===== config.mk =====
export PLATFORM = sky130hd
export DESIGN_NAME = div_unit
export DESIGN_NICKNAME = d
export VERILOG_FILES = /design/src/rtl/div_unit.sv
export SDC_FILE = /design/constraint.sdc
export NUM_CORES = 1
export LEC_CHECK = 0
export ABC_AREA = 1
export CAP_MARGIN = 0
export CORE_MARGIN = 2
export CORE_UTILIZATION = 61
export CTS_BUF_LIST = sky130_fd_sc_hd__clkbuf_4 sky130_fd_sc_hd__clkbuf_8
export CTS_CLUSTER_DIAMETER = 200
export CTS_CLUSTER_SIZE = 20
export DETAILED_ROUTE_END_ITERATION = 12
export HOLD_SLACK_MARGIN = 0.02
export PLACE_DENSITY = 0.8
export SLEW_MARGIN = 20
export SYNTH_ARGS = -nofsm -noshare
export SYNTH_HDL_FRONTEND = slang
export SYNTH_SLANG_ARGS = --single-unit

===== constraint.sdc =====
create_clock -name clk -period 4.77 [get_ports clk]
set_input_delay 0.954 -clock clk [delete_from_list [all_inputs] [get_ports clk]]
set_output_delay 0.954 -clock clk [all_outputs]
set_load 0.02 [all_outputs]

===== src/rtl/div_unit.sv =====
// -----------------------------------------------------------------------------
// div_unit : iterative restoring divider for RV32M DIV / DIVU / REM / REMU.
//
// One quotient bit is produced per clock on operand magnitudes; a final FIX
// cycle applies the sign rules and the divide-by-zero / signed-overflow
// results. The registered result carries the same zero/negative flags as the
// ALU so the downstream flag and writeback logic can be shared.
//
// Ports
//   clk       in   rising-edge clock
//   rst_n     in   asynchronous active-low reset
//   start     in   request; honoured only in IDLE or DONE with kill low
//   kill      in   abort in-flight operation (pipeline flush), beats start
//   div_ctrl  in   00 DIV, 01 DIVU, 10 REM, 11 REMU
//   rs1       in   dividend, captured on accept
//   rs2       in   divisor, captured on accept
//   busy      out  operation in flight (CALC or FIX); pipeline stalls on it
//   done      out  one-cycle pulse, res/zf/neg valid
//   res       out  quotient or remainder, held until the next done
//   zf        out  res == 0
//   neg       out  res[DATA_W-1]
// -----------------------------------------------------------------------------
module div_unit #(
  parameter int DATA_W = 32
) (
  input  logic              clk,
  input  logic              rst_n,
  input  logic              start,
  input  logic              kill,
  input  logic [1:0]        div_ctrl,
  input  logic [DATA_W-1:0] rs1,
  input  logic [DATA_W-1:0] rs2,
  output logic              busy,
  output logic              done,
  output logic [DATA_W-1:0] res,
  output logic              zf,
  output logic              neg
);

  localparam int CNT_W = $clog2(DATA_W) + 1;
  localparam logic [DATA_W-1:0] MIN_VAL = {1'b1, {(DATA_W-1){1'b0}}};

  typedef enum logic [1:0] {IDLE, CALC, FIX, DONE} state_t;

  // Two's-complement negation.
  function automatic logic [DATA_W-1:0] neg2c(input logic [DATA_W-1:0] v);
    return ~v + 1'b1;
  endfunction

  // Negate v when en is set; used both for magnitudes and for sign fix-up.
  function automatic logic [DATA_W-1:0] cond_neg(input logic [DATA_W-1:0] v,
                                                 input logic              en);
    return en ? neg2c(v) : v;
  endfunction

  state_t             state, state_nxt;
  logic [CNT_W-1:0]   cnt;

  // Operation context captured on accept.
  logic               op_rem;
  logic               sign_a;
  logic               sign_b;
  logic               dz_q;
  logic               ovf_q;
  logic [DATA_W-1:0]  a_raw;

  // Iteration state: partial remainder, dividend shifting out / quotient
  // shifting in (same register), divisor magnitude.
  logic [DATA_W-1:0]  rem_q;
  logic [DATA_W-1:0]  quo_q;
  logic [DATA_W-1:0]  dvs_q;

  logic               accept;
  logic               is_signed;
  logic               rs1_neg;
  logic               rs2_neg;
  logic               div_zero;
  logic               ovf;
  logic               last_iter;

  logic [DATA_W:0]        shifted;
  logic signed [DATA_W:0] trial;
  logic                   trial_ok;
  logic [DATA_W-1:0]      fix_res;

  assign accept    = start && !kill && ((state == IDLE) || (state == DONE));
  assign is_signed = !div_ctrl[0];
  assign rs1_neg   = is_signed && rs1[DATA_W-1];
  assign rs2_neg   = is_signed && rs2[DATA_W-1];
  assign div_zero  = (rs2 == '0);
  assign ovf       = is_signed && (rs1 == MIN_VAL) && (rs2 == '1);
  assign last_iter = (cnt == CNT_W'(DATA_W - 1));

  // The shifted remainder is below twice the divisor, so an (n+1)-bit
  // subtract keeps the borrow in the top bit.
  assign shifted  = {rem_q, quo_q[DATA_W-1]};
  assign trial    = $signed(shifted - {1'b0, dvs_q});
  assign trial_ok = (trial >= 0);

  always_comb begin
    fix_res = '0;
    if (dz_q) begin
      fix_res = op_rem ? a_raw : '1;
    end else if (ovf_q) begin
      fix_res = op_rem ? '0 : MIN_VAL;
    end else if (op_rem) begin
      fix_res = cond_neg(rem_q, sign_a);
    end else begin
      fix_res = cond_neg(quo_q, sign_a ^ sign_b);
    end
  end

  // ---- control: state register ----
  always_ff @(posedge clk or negedge rst_n) begin
    if (!rst_n) begin
      state <= IDLE;
    end else begin
      state <= state_nxt;
    end
  end

  // ---- control: next state ----
  always_comb begin
    state_nxt = state;
    case (state)
      IDLE, DONE: begin
        if (accept) begin
          state_nxt = (div_zero || ovf) ? FIX : CALC;
        end else begin
          state_nxt = IDLE;
        end
      end
      CALC: begin
        if (kill) begin
          state_nxt = IDLE;
        end else if (last_iter) begin
          state_nxt = FIX;
        end
      end
      FIX: begin
        state_nxt = kill ? IDLE : DONE;
      end
      default: state_nxt = IDLE;
    endcase
  end

  // ---- control: outputs ----
  always_comb begin
    busy = 1'b0;
    done = 1'b0;
    case (state)
      CALC, FIX: busy = 1'b1;
      DONE:      done = 1'b1;
      default: ;
    endcase
  end

  // ---- iteration counter ----
  always_ff @(posedge clk or negedge rst_n) begin
    if (!rst_n) begin
      cnt <= '0;
    end else if (accept) begin
      cnt <= '0;
    end else if (state == CALC) begin
      cnt <= cnt + 1'b1;
    end
  end

  // ---- operand capture and restoring iteration ----
  always_ff @(posedge clk) begin
    if (accept) begin
      op_rem <= div_ctrl[1];
      sign_a <= rs1_neg;
      sign_b <= rs2_neg;
      dz_q   <= div_zero;
      ovf_q  <= ovf;
      a_raw  <= rs1;
      rem_q  <= '0;
      quo_q  <= cond_neg(rs1, rs1_neg);
      dvs_q  <= cond_neg(rs2, rs2_neg);
    end else if (state == CALC) begin
      rem_q <= trial_ok ? trial[DATA_W-1:0] : shifted[DATA_W-1:0];
      quo_q <= {quo_q[DATA_W-2:0], trial_ok};
    end
  end

  // ---- result register, written only by a FIX that is not killed ----
  always_ff @(posedge clk or negedge rst_n) begin
    if (!rst_n) begin
      res <= '0;
      zf  <= 1'b1;
      neg <= 1'b0;
    end else if ((state == FIX) && !kill) begin
      res <= fix_res;
      zf  <= (fix_res == '0);
      neg <= fix_res[DATA_W-1];
    end
  end

endmodule


Yosys cells after proc, flatten, opt, wreduce, memory -nomap -nowiden
Index checks and enable logic that the tools add are counted.
Word-level totals
  bits in registers: 175
  input bits: 70
  output and inout bits: 36
Operators by class
  add/sub/neg operators: 6
  magnitude comparators: 1
  equality and inequality tests: 7
  multiplexer cells: 22
  bitwise gates (word level): 5
  reductions and logical operators: 17
Operators by type and width (number)
  two-way mux 32 bit: 12
  adder 32 x 1 -> 32 bit (second input constant): 4
  NOT 32 bit: 4
  equality test 32 bit (second input constant): 2
  logical NOT 32 bit: 2
  >= comparator 33 x 1 -> 1 bit (second input constant): 1
  subtractor 33 x 32 -> 33 bit: 1
  two-way mux 6 bit: 2
  two-way mux 2 bit: 5
  logical AND 1 bit: 7
  adder 6 x 1 -> 6 bit (second input constant): 1
  equality test 6 x 5 -> 1 bit (second input constant): 1
  one-hot mux 2 bit (3 select lines): 1
  equality test 2 bit (second input constant): 2
  OR reduction 2 bit: 2
  != test 3 bit (second input constant): 1
  equality test 2 x 1 -> 1 bit (second input constant): 1
  logical NOT 1 bit: 2
  logical NOT 2 bit: 1
  logical OR 1 bit: 2
  two-way mux 1 bit: 2
  nonzero test 2 bit: 1
  XOR 1 bit: 1

Depth between registers and ports, before layout
  depth in word-level cells: 7
  mapped depth: 19
  mapped depth without buffers: 19

Least setup slack after synthesis
OpenSTA, ideal clock, no wires.
  path type: input to register
  start point: input port kill
  end point: register quo_q[0], data pin
  library setup time: 365 ps
  arrival time: 3924 ps
  required time: 4405 ps
  path slack: 481 ps
  cell stages on the path: 6
  buffers on the path: 2
  cells stage by stage: inv_1 -> nand3_1 -> inv_1 -> clkbuf_1 -> clkbuf_1 -> o21ai_0
On the way
  word-level cells in the longest chain between the ends: 4
Ends and longest elaborated chain
  start, declared: line 29  | input logic kill,
  logical NOT 1 bit: line 86  | assign accept = start && !kill && ((state == IDLE) || (state == DONE));
  logical AND 1 bit (2 in a row): line 86
  net accept: line 73  | logic accept;
  two-way mux 32 bit: line 171  | if (accept) begin
  end signal, assigned: line 179  | quo_q <= cond_neg(rs1, rs1_neg);
  end signal, assigned: line 183  | quo_q <= {quo_q[DATA_W-2:0], trial_ok};
  end, declared: line 70  | logic [DATA_W-1:0] quo_q;
The timed path passes the listed nets, and every way through them passes these cells.
A chain may end at the register's enable or synchronous reset.

Worst setup path after layout
  start point: register rem_q[0]
  end point: register rem_q[11]
On the way
  word-level cells in the longest chain between the ends: 3
Ends and longest elaborated chain
  start, declared: line 69  | logic [DATA_W-1:0] rem_q;
  start signal, assigned: line 182  | rem_q <= trial_ok ? trial[DATA_W-1:0] : shifted[DATA_W-1:0];
  subtractor 33 x 32 -> 33 bit *: line 97  | assign trial = $signed(shifted - {1'b0, dvs_q});
  >= comparator 33 x 1 -> 1 bit: line 98  | assign trial_ok = (trial >= 0);
  two-way mux 32 bit *: line 182
Mark *: on every way between the ends. The rest lies on a longest branch, timed or not.

==> impl_metrics.ini <==
[outcome]
status = finished clean

[timing]
finalHoldViolCount = 0
final.setup_skew_ns = 0.0240
timing.final.crit_share_pct = 70.8
maxSlewViolCount = 0
setup_tns_ns = 0
worst_slew_pin_slew_ns = 1.02
final-setup-viol-count = 0
max_clock_freq_mhz = 296
maxSlewHeadroom_pct = 32.3
finalCriticalPeriod_ns = 3.38
grt_setup_unrepaired = no

[detailed_routing]
remaining_drc_errors = 0
wire_per_inst_um = 18.2
vias = 13100
drt-vias-per-instance = 5.93
drt_first_iter_violations = 1420
finalWirelength_mm = 40.2
first_pass_iters = 6
route.antenna.remaining_nets = 0

[logic_synthesis]
synth_area_um2 = 12900
yosys_warnings = 0
yosysTopAreaCell = sky130_fd_sc_hd__edfxtp_1
largest_cells_by_area_after_synthesis = sky130_fd_sc_hd__edfxtp_1 24%, sky130_fd_sc_hd__nand2_1 14%, sky130_fd_sc_hd__nand3_1 8.0%
synth.cells.most_frequent = 485 x sky130_fd_sc_hd__nand2_1, 217 x sky130_fd_sc_hd__nor2_1, 205 x sky130_fd_sc_hd__nand3_1, 195 x sky130_fd_sc_hd__inv_1, 125 x sky130_fd_sc_hd__o21ai_0
synthDistinctLibCells = 51
syn_avg_cell_area_um2 = 6.98
synth.top_cell.area_share_pct = 23.6
sequential_to_total_area_share_from_yosys_stat_pct = 36.5
post_synth_inst_count = 1843
synthesis.nets = 1955
synth_enable_flop_cells = 101
asyncSetResetFlopFracSynth_pct = 23.6
ys_ff_latch = 174
synthMostInstantiatedCell = sky130_fd_sc_hd__nand2_1
top_flip_flop_cell_by_instance_count_after_synthesis = sky130_fd_sc_hd__edfxtp_1

[global_route]
grt_remaining_overflow = 0
global_route_wire_length_before_repair_mm = 62.7
track_usage_pct = 36.7
first_global_vias = 11800
antenna_found_initial = 0
grt_start_max_net_pins = 89

[worst_hold_path]
hold_class = input port to asynchronous set/reset pin

[critical_path]
required_ns = 5.15
setup.worst_path.class = flip-flop to flip-flop
r2r-end = rem_q[11]
timing.critical_path.slowest_stage_cell = sky130_fd_sc_hd__inv_2
depth_of_the_most_critical_reg_to_reg_path = 14
critPathTopFamily = simple AND/OR/NAND/NOR gates
endpoint = rem_q[11]
critPathMaxStageDelay_ns = 0.53
crit_cells = 14
worst-endpoint-arrival_ns = 3.76
worstPathMaxFanout = 34
end_kind = flip-flop
worstSetupStartpointType = flip-flop
reg2reg_setup_slack_ns = 1.39
timing.critical_path.cells = inv_1 > fa_1 > o21ai_2 > a21oi_2 > o21ai_4 > nand2_2 > nand2_4 > nand3_4 > nand3_2 > nand2_4 > inv_2 > nand2_1 > nand3_1 > nand2_1
crit_buf_inv = 2
r2r_start = rem_q[0]
cp-startpoint = rem_q[0]

[floorplan]
die_y_um = 149
die_w_um = 149
num_rows = 53
floorplan.initialDensity_pct = 61.6
floorplan.die_area_um2 = 22300
design.core.area_um2 = 20900
number_of_primary_i_o_pins = 106

[finish]
finalNetCount = 2037
syn_to_final_growth_pct = 12.9
number_of_diodes = 0
layout-drive-gt1-share_pct = 4.70
final_design_area_no_fill_um2 = 14500

[pwr]
netSwitchingFraction_pct = 46.0
combinationalPowerShare_pct = 46.9
power_per_unit_of_standard_cell_area_nw_per_um2 = 455
netSwitchingPower_mw = 3.04
internal_power_mw = 3.57
leakage_nw = 6.56
share_clk_of_total_power_pct = 15.4
vdd_ir_drop_max_v = 0.000320
seq_power_share_pct = 37.7

[place]
dpl_cell_area_um2 = 14100
place.gp.congestion = 1.06
detailed_place_hpwl_mm = 31.6
io_buffer_count = 105

[clocking]
clk_root_buffer_cell = sky130_fd_sc_hd__clkbuf_8
clock_tree.htree_level_count = 4
clockBufferDepth = 2
cts.reportedPaths.clkPinSlew_ns = 0.10
cts_hold_repair.buffers = 0
cts_num_sinks = 174
cts_buffers = 17
cts_tree = yes
clock_latency_ns = 0.49
cts_repair_resize_count = 0
post-cts-setup-buffer-count = 0

[flow_run]
max_cap_viol_count = 0
## per-layer routing
metal	vias to the layer above	GRT usage (%)	part of all wire, %
met5	-	0	0
met2	653	53.0	43
met4	0	12.1	3.0
met3	95	8.32	11
met1	6060	54.3	43
li1	6317	-	-
## layout by cell type, fill, tap and decap left out, drive strengths merged
| cell type | instances |
|---|---|
| nand2 | 502 |
| nor2 | 221 |
| nand3 | 207 |
| inv | 207 |
| o21ai | 134 |
| clkdlybuf4s50 | 104 |
| edfxtp | 101 |
| a21oi | 70 |
| xor2 | 44 |
| ha | 41 |
| dfrtp | 40 |
| xnor2 | 38 |
| nand4 | 36 |
| dfxtp | 32 |
| nor3 | 29 |
| a31oi | 22 |
| clkbuf | 17 |
| buf | 17 |
| nor4 | 15 |
| o31ai | 8 |
| nand3b | 7 |
| o211ai | 7 |
| o21a | 7 |
| or2 | 6 |
| a21o | 4 |
| o21bai | 3 |
| a21boi | 3 |
| clkinv | 3 |
| o221ai | 2 |
| or4 | 2 |
| a22oi | 2 |
| a41oi | 1 |
| a211oi | 1 |
| o311ai | 1 |
| fa | 1 |
| clkinvlp | 1 |
| dfstp | 1 |
## worst register-to-register path, cell delays in order (launching register included)
cell and delay (ns):
sky130_fd_sc_hd__dfxtp_1 0.45, sky130_fd_sc_hd__inv_1 0.16, sky130_fd_sc_hd__fa_1 0.50, sky130_fd_sc_hd__o21ai_2 0.25, sky130_fd_sc_hd__a21oi_2 0.13, sky130_fd_sc_hd__o21ai_4 0.21
sky130_fd_sc_hd__nand2_2 0.11, sky130_fd_sc_hd__nand2_4 0.11, sky130_fd_sc_hd__nand3_4 0.09, sky130_fd_sc_hd__nand3_2 0.13, sky130_fd_sc_hd__nand2_4 0.24, sky130_fd_sc_hd__inv_2 0.56
sky130_fd_sc_hd__nand2_1 0.18, sky130_fd_sc_hd__nand3_1 0.11, sky130_fd_sc_hd__nand2_1 0.05
## area by class of cell
type                            count  area (um2)
Tap cell                          275         344
Inverter                          197         739
Clock buffer                       17         234
Multi-Input combinational cell   1414        7170
Timing Repair Buffer              121        1200
Sequential cell                   174        4700
Clock inverter                     14         136
Fill cell                        1789        6360
## cells by family after synthesis
family	share of synthesized area, %
and+or+nand+nor	34.4
AOI/OAI and AO/OA	11.5
buffers and inverters	7.77
DFF	36.5
xor gates and xnor gates	5.64
adders and majority gates	4.14
## power by group through the flow
stage | sequential, mW | clock (mW) | combinational (mW)
5_1_grt | 2.52 | 1.08 | 3.44
3_5_place_dp | 2.50 | 0 | 3.02
6_report | 2.49 | 1.02 | 3.10
4_1_cts | 2.47 | 1.02 | 3.03
2_1_floorplan | 2.51 | 0 | 1.90
3_3_place_gp | 2.49 | 0 | 2.96
## flip-flops by register name, indices dropped and copies added, names as in the netlist, 2 cells and up
| register | flops |
|---|---|
| a_raw | 32 |
| cnt | 6 |
| dvs_q | 32 |
| quo_q | 32 |
| rem_q | 32 |
| res | 32 |
| state | 2 |
## worst min path at each step
stage | end | slack, ns | cells past startpoint
after global routing | res[13] | 0.35 | 1
final | res[13] | 0.34 | 1
after CTS | rem_q[1] | 0.48 | 2
after detailed placement | rem_q[1] | 0.47 | 2
after global placement | zf | 0.46 | 2
after floorplan | rem_q[1] | 0.45 | 2
## stage by stage
stage / hold WS (ns) / worst slack [ns] / total power [mW] / utilization (%) / instances
global route: 0.352 / 1.19 / 7.04 / 69.6 / 2212
finish: 0.336 / 1.39 / 6.61 / 69.6 / 2212
CTS: 0.483 / 1.47 / 6.52 / 69.5 / 2211
global placement: 0.457 / 1.15 / 5.45 / 67.7 / 2180
detailed placement: 0.467 / 1.10 / 5.52 / 67.7 / 2180
floorplan: 0.449 / 0.481 / 4.40 / - / 1843
(Power assumes the default switching activity.)
==> variant, RTL diff (same flow settings) <==
Register the output `done`, with the module's reset; this adds one clock of latency there. The other outputs are not delayed to match. Comments in the files are not updated.
--- a/src/rtl/div_unit.sv
+++ b/src/rtl/div_unit.sv
@@ -43,4 +43,6 @@
   typedef enum logic [1:0] {IDLE, CALC, FIX, DONE} state_t;
 
+  logic done_d;
+
   // Two's-complement negation.
   function automatic logic [DATA_W-1:0] neg2c(input logic [DATA_W-1:0] v);
@@ -148,8 +150,8 @@
   always_comb begin
     busy = 1'b0;
-    done = 1'b0;
+    done_d = 1'b0;
     case (state)
       CALC, FIX: busy = 1'b1;
-      DONE:      done = 1'b1;
+      DONE:      done_d = 1'b1;
       default: ;
     endcase
@@ -198,4 +200,12 @@
   end
 
+  always_ff @(posedge clk or negedge rst_n) begin
+    if (!rst_n) begin
+      done <= '0;
+    end else begin
+      done <= done_d;
+    end
+  end
+
 endmodule
 
Formal check against the unedited RTL: not equivalent (a bounded check fails within 4 cycles, from zero or initial values and one cycle with rst_n low).
==> variant against the unedited design <==
Setup slack better by 0.051 ns. Synthesized area is 0.19% higher. Die area is 0.19% higher. Critical endpoint is now quo_q[26]. Routed wire length is 1.1% higher. Sequential cell count up 1. Via count is 0.45% higher. Clock power is 7% higher. Largest cell class unchanged. Total power grew 1.5%. Design area increased by 0.13%. Core utilization is 0.090 points higher.
==> variant: results (changes against the unedited design) <==
| Metric | Value |
|---|---|
| Status | `complete, no violations (unchanged)` |
| Synth area leaders | `edfxtp_1, nand2_1, nand3_1 (unchanged)` |
| Clock Latency Late Sink | `0.49 ns (about the same)` |
| Register area share after synthesis | `36.66% (was 36.53%)` |
| ClkCell Share | `2.794% (was 2.548%)` |
| Rel. slew slack | `31.12% (was 32.30%)` |
| Worst VDD drop | `0.0003982 V (was 0.0003205 V)` |
| Area of the multi-input gates | `7174 um^2 (unchanged)` |
| H-Tree Depth | `4 (unchanged)` |
| TritonCTS Buffers | `17 (unchanged)` |
| Crit path DAT | `3.56 ns (was 3.76 ns)` |
| Clock buffers | `17 (unchanged)` |
| Post-synth cell types | `51 (unchanged)` |
| R2R Path End | `zf (was rem_q[11])` |
| Worst reg-to-reg path cell count | `12 (was 14)` |
| Slowest stage delay, CP | `0.50 ns (was 0.53 ns)` |
| Number of non-clock buffers | `119 (was 121)` |
| Vias per inst | `5.960 (was 5.934)` |
| Leakage | `6.572 nW (was 6.558 nW)` |
| Share of cells above drive strength 1 | `4.595% (was 4.698%)` |
| Fillers | `1,844 (was 1,789)` |
| Port bufs | `105 (unchanged)` |
| Ys flop type | `edfxtp_1 (unchanged)` |
| R2r setup slk | `1.45 ns (was 1.39 ns)` |
| Clk buf depth | `2 (unchanged)` |
| Layout Skew | `0.01553 ns (was 0.02402 ns)` |
| Fin nets | `2,036 (was 2,037)` |
| Largest net degree at the start of global routing | `54 (was 89)` |
| Placement Setup Slack | `1.012 ns (was 1.102 ns)` |
| Non-clk invs | `197 (unchanged)` |
| Worst Hold Class | `in2async (unchanged)` |
| Post-DP HPWL | `31,850 um (was 31,630 um)` |
| Crit path max-delay family | `simple AND/OR/NAND/NOR gates (unchanged)` |
| Root Driver | `clkbuf_8 (unchanged)` |
| DR iter-0 viols | `1,367 (was 1,420)` |
| Final Max Tran Viols | `0 (unchanged)` |
| Synth top cells by count | `nand2_1, nor2_1, nand3_1, inv_1, o21ai_0 (unchanged)` |
| First-pass GRT wire length | `62,710 um (was 62,650 um)` |
| Clk slew on worst S/H paths | `0.10 ns (about the same)` |
| Aggregate routed wire length | `40,610 um (was 40,150 um)` |
| GRT Util Overall | `36.53% (was 36.66%)` |
| #MultiIn Comb | `1,414 (unchanged)` |
| Pre-Repair DR Iteration Count | `8 (was 6)` |
| Initial antenna violation count | `0 (unchanged)` |
| Post-synth EDFFs | `101 (unchanged)` |
| Final GP Congestion | `1.061 (was 1.058)` |
| Critical path's slowest cell | `clkdlybuf4s50_1 (was inv_2)` |
| Post-CTS Setup Bufs | `0 (unchanged)` |
| Seq cells | `175 (was 174)` |
| N_diodes | `0 (unchanged)` |
| Crit Path Max Fanout | `3 (was 34)` |
| Gates resized, CTS repair | `0 (unchanged)` |
| Yosys warning count | `0 (unchanged)` |
| Fraction of registers with async set/reset | `24.00% (was 23.56%)` |
| Vias in the first global route | `11,760 (unchanged)` |
| Sequential share of cell area | `32.48% (was 32.35%)` |
| Buffering overhead | `7.979% (was 8.282%)` |
| Worst r2r src | `sign_a (was rem_q[0])` |
==> variant: cell types whose count changed after synthesis <==
cell | before | now
dfrtp_1 | 40 | 41
==> variant: per-layer routing <==
metal | routed length (um) | track usage [%] | share of wire, %
met5 | 0 | 0 | 0
met2 | 17410 | 54.40 | 43
met4 | 950 | 9.143 | 2.3
met1 | 17850 | 53.11 | 44
met3 | 4398 | 9.511 | 11
==> variant: kinds of logic (layout without fill, tap and decap cells) <==
group,Yosys count,count (layout),synth area share [%]
fa+ha+maj,42,42,4.134
compound gates,265,265,11.47
xor+xnor,82,82,5.629
buf+inv,255,348,7.754
simple gates,1025,1025,34.36
flops,175,175,36.66
==> variant: metrics by stage <==
| stage | instances | hold WS, ns | power [W] | cell area (um^2) |
|---|---|---|---|---|
| after floorplan | 1844 | 0.4488 | 0.004413 | 12890 |
| after global placement | 2179 | 0.4624 | 0.005445 | 14130 |
| after detailed placement | 2179 | 0.4676 | 0.005531 | 14130 |
| after CTS | 2211 | 0.4824 | 0.006607 | 14530 |
| after global routing | 2212 | 0.4916 | 0.007115 | 14550 |
| final | 2212 | 0.4541 | 0.006707 | 14550 |
==> variant: power by group <==
| part | switching [W] | internal, W | leakage [nW] |
|---|---|---|---|
| clock network | 0.000611 | 0.000482 | 0.207 |
| registers | 0.000406 | 0.00212 | 1.72 |
| logic | 0.00202 | 0.00107 | 4.65 |
==> variant: how the worst max path moves through the flow <==
| stage | cells after the start | start | slack, ns | end |
|---|---|---|---|---|
| global route | 15 | rs1[0] | 1.21 | quo_q[26] |
| CTS | 11 | op_rem | 1.40 | zf |
| global placement | 15 | rs1[0] | 1.12 | quo_q[26] |
| detailed placement | 15 | rs1[0] | 1.01 | quo_q[26] |
| finish | 15 | rs1[0] | 1.45 | quo_q[26] |
| floorplan | 6 | kill | 0.48 | quo_q[0] |
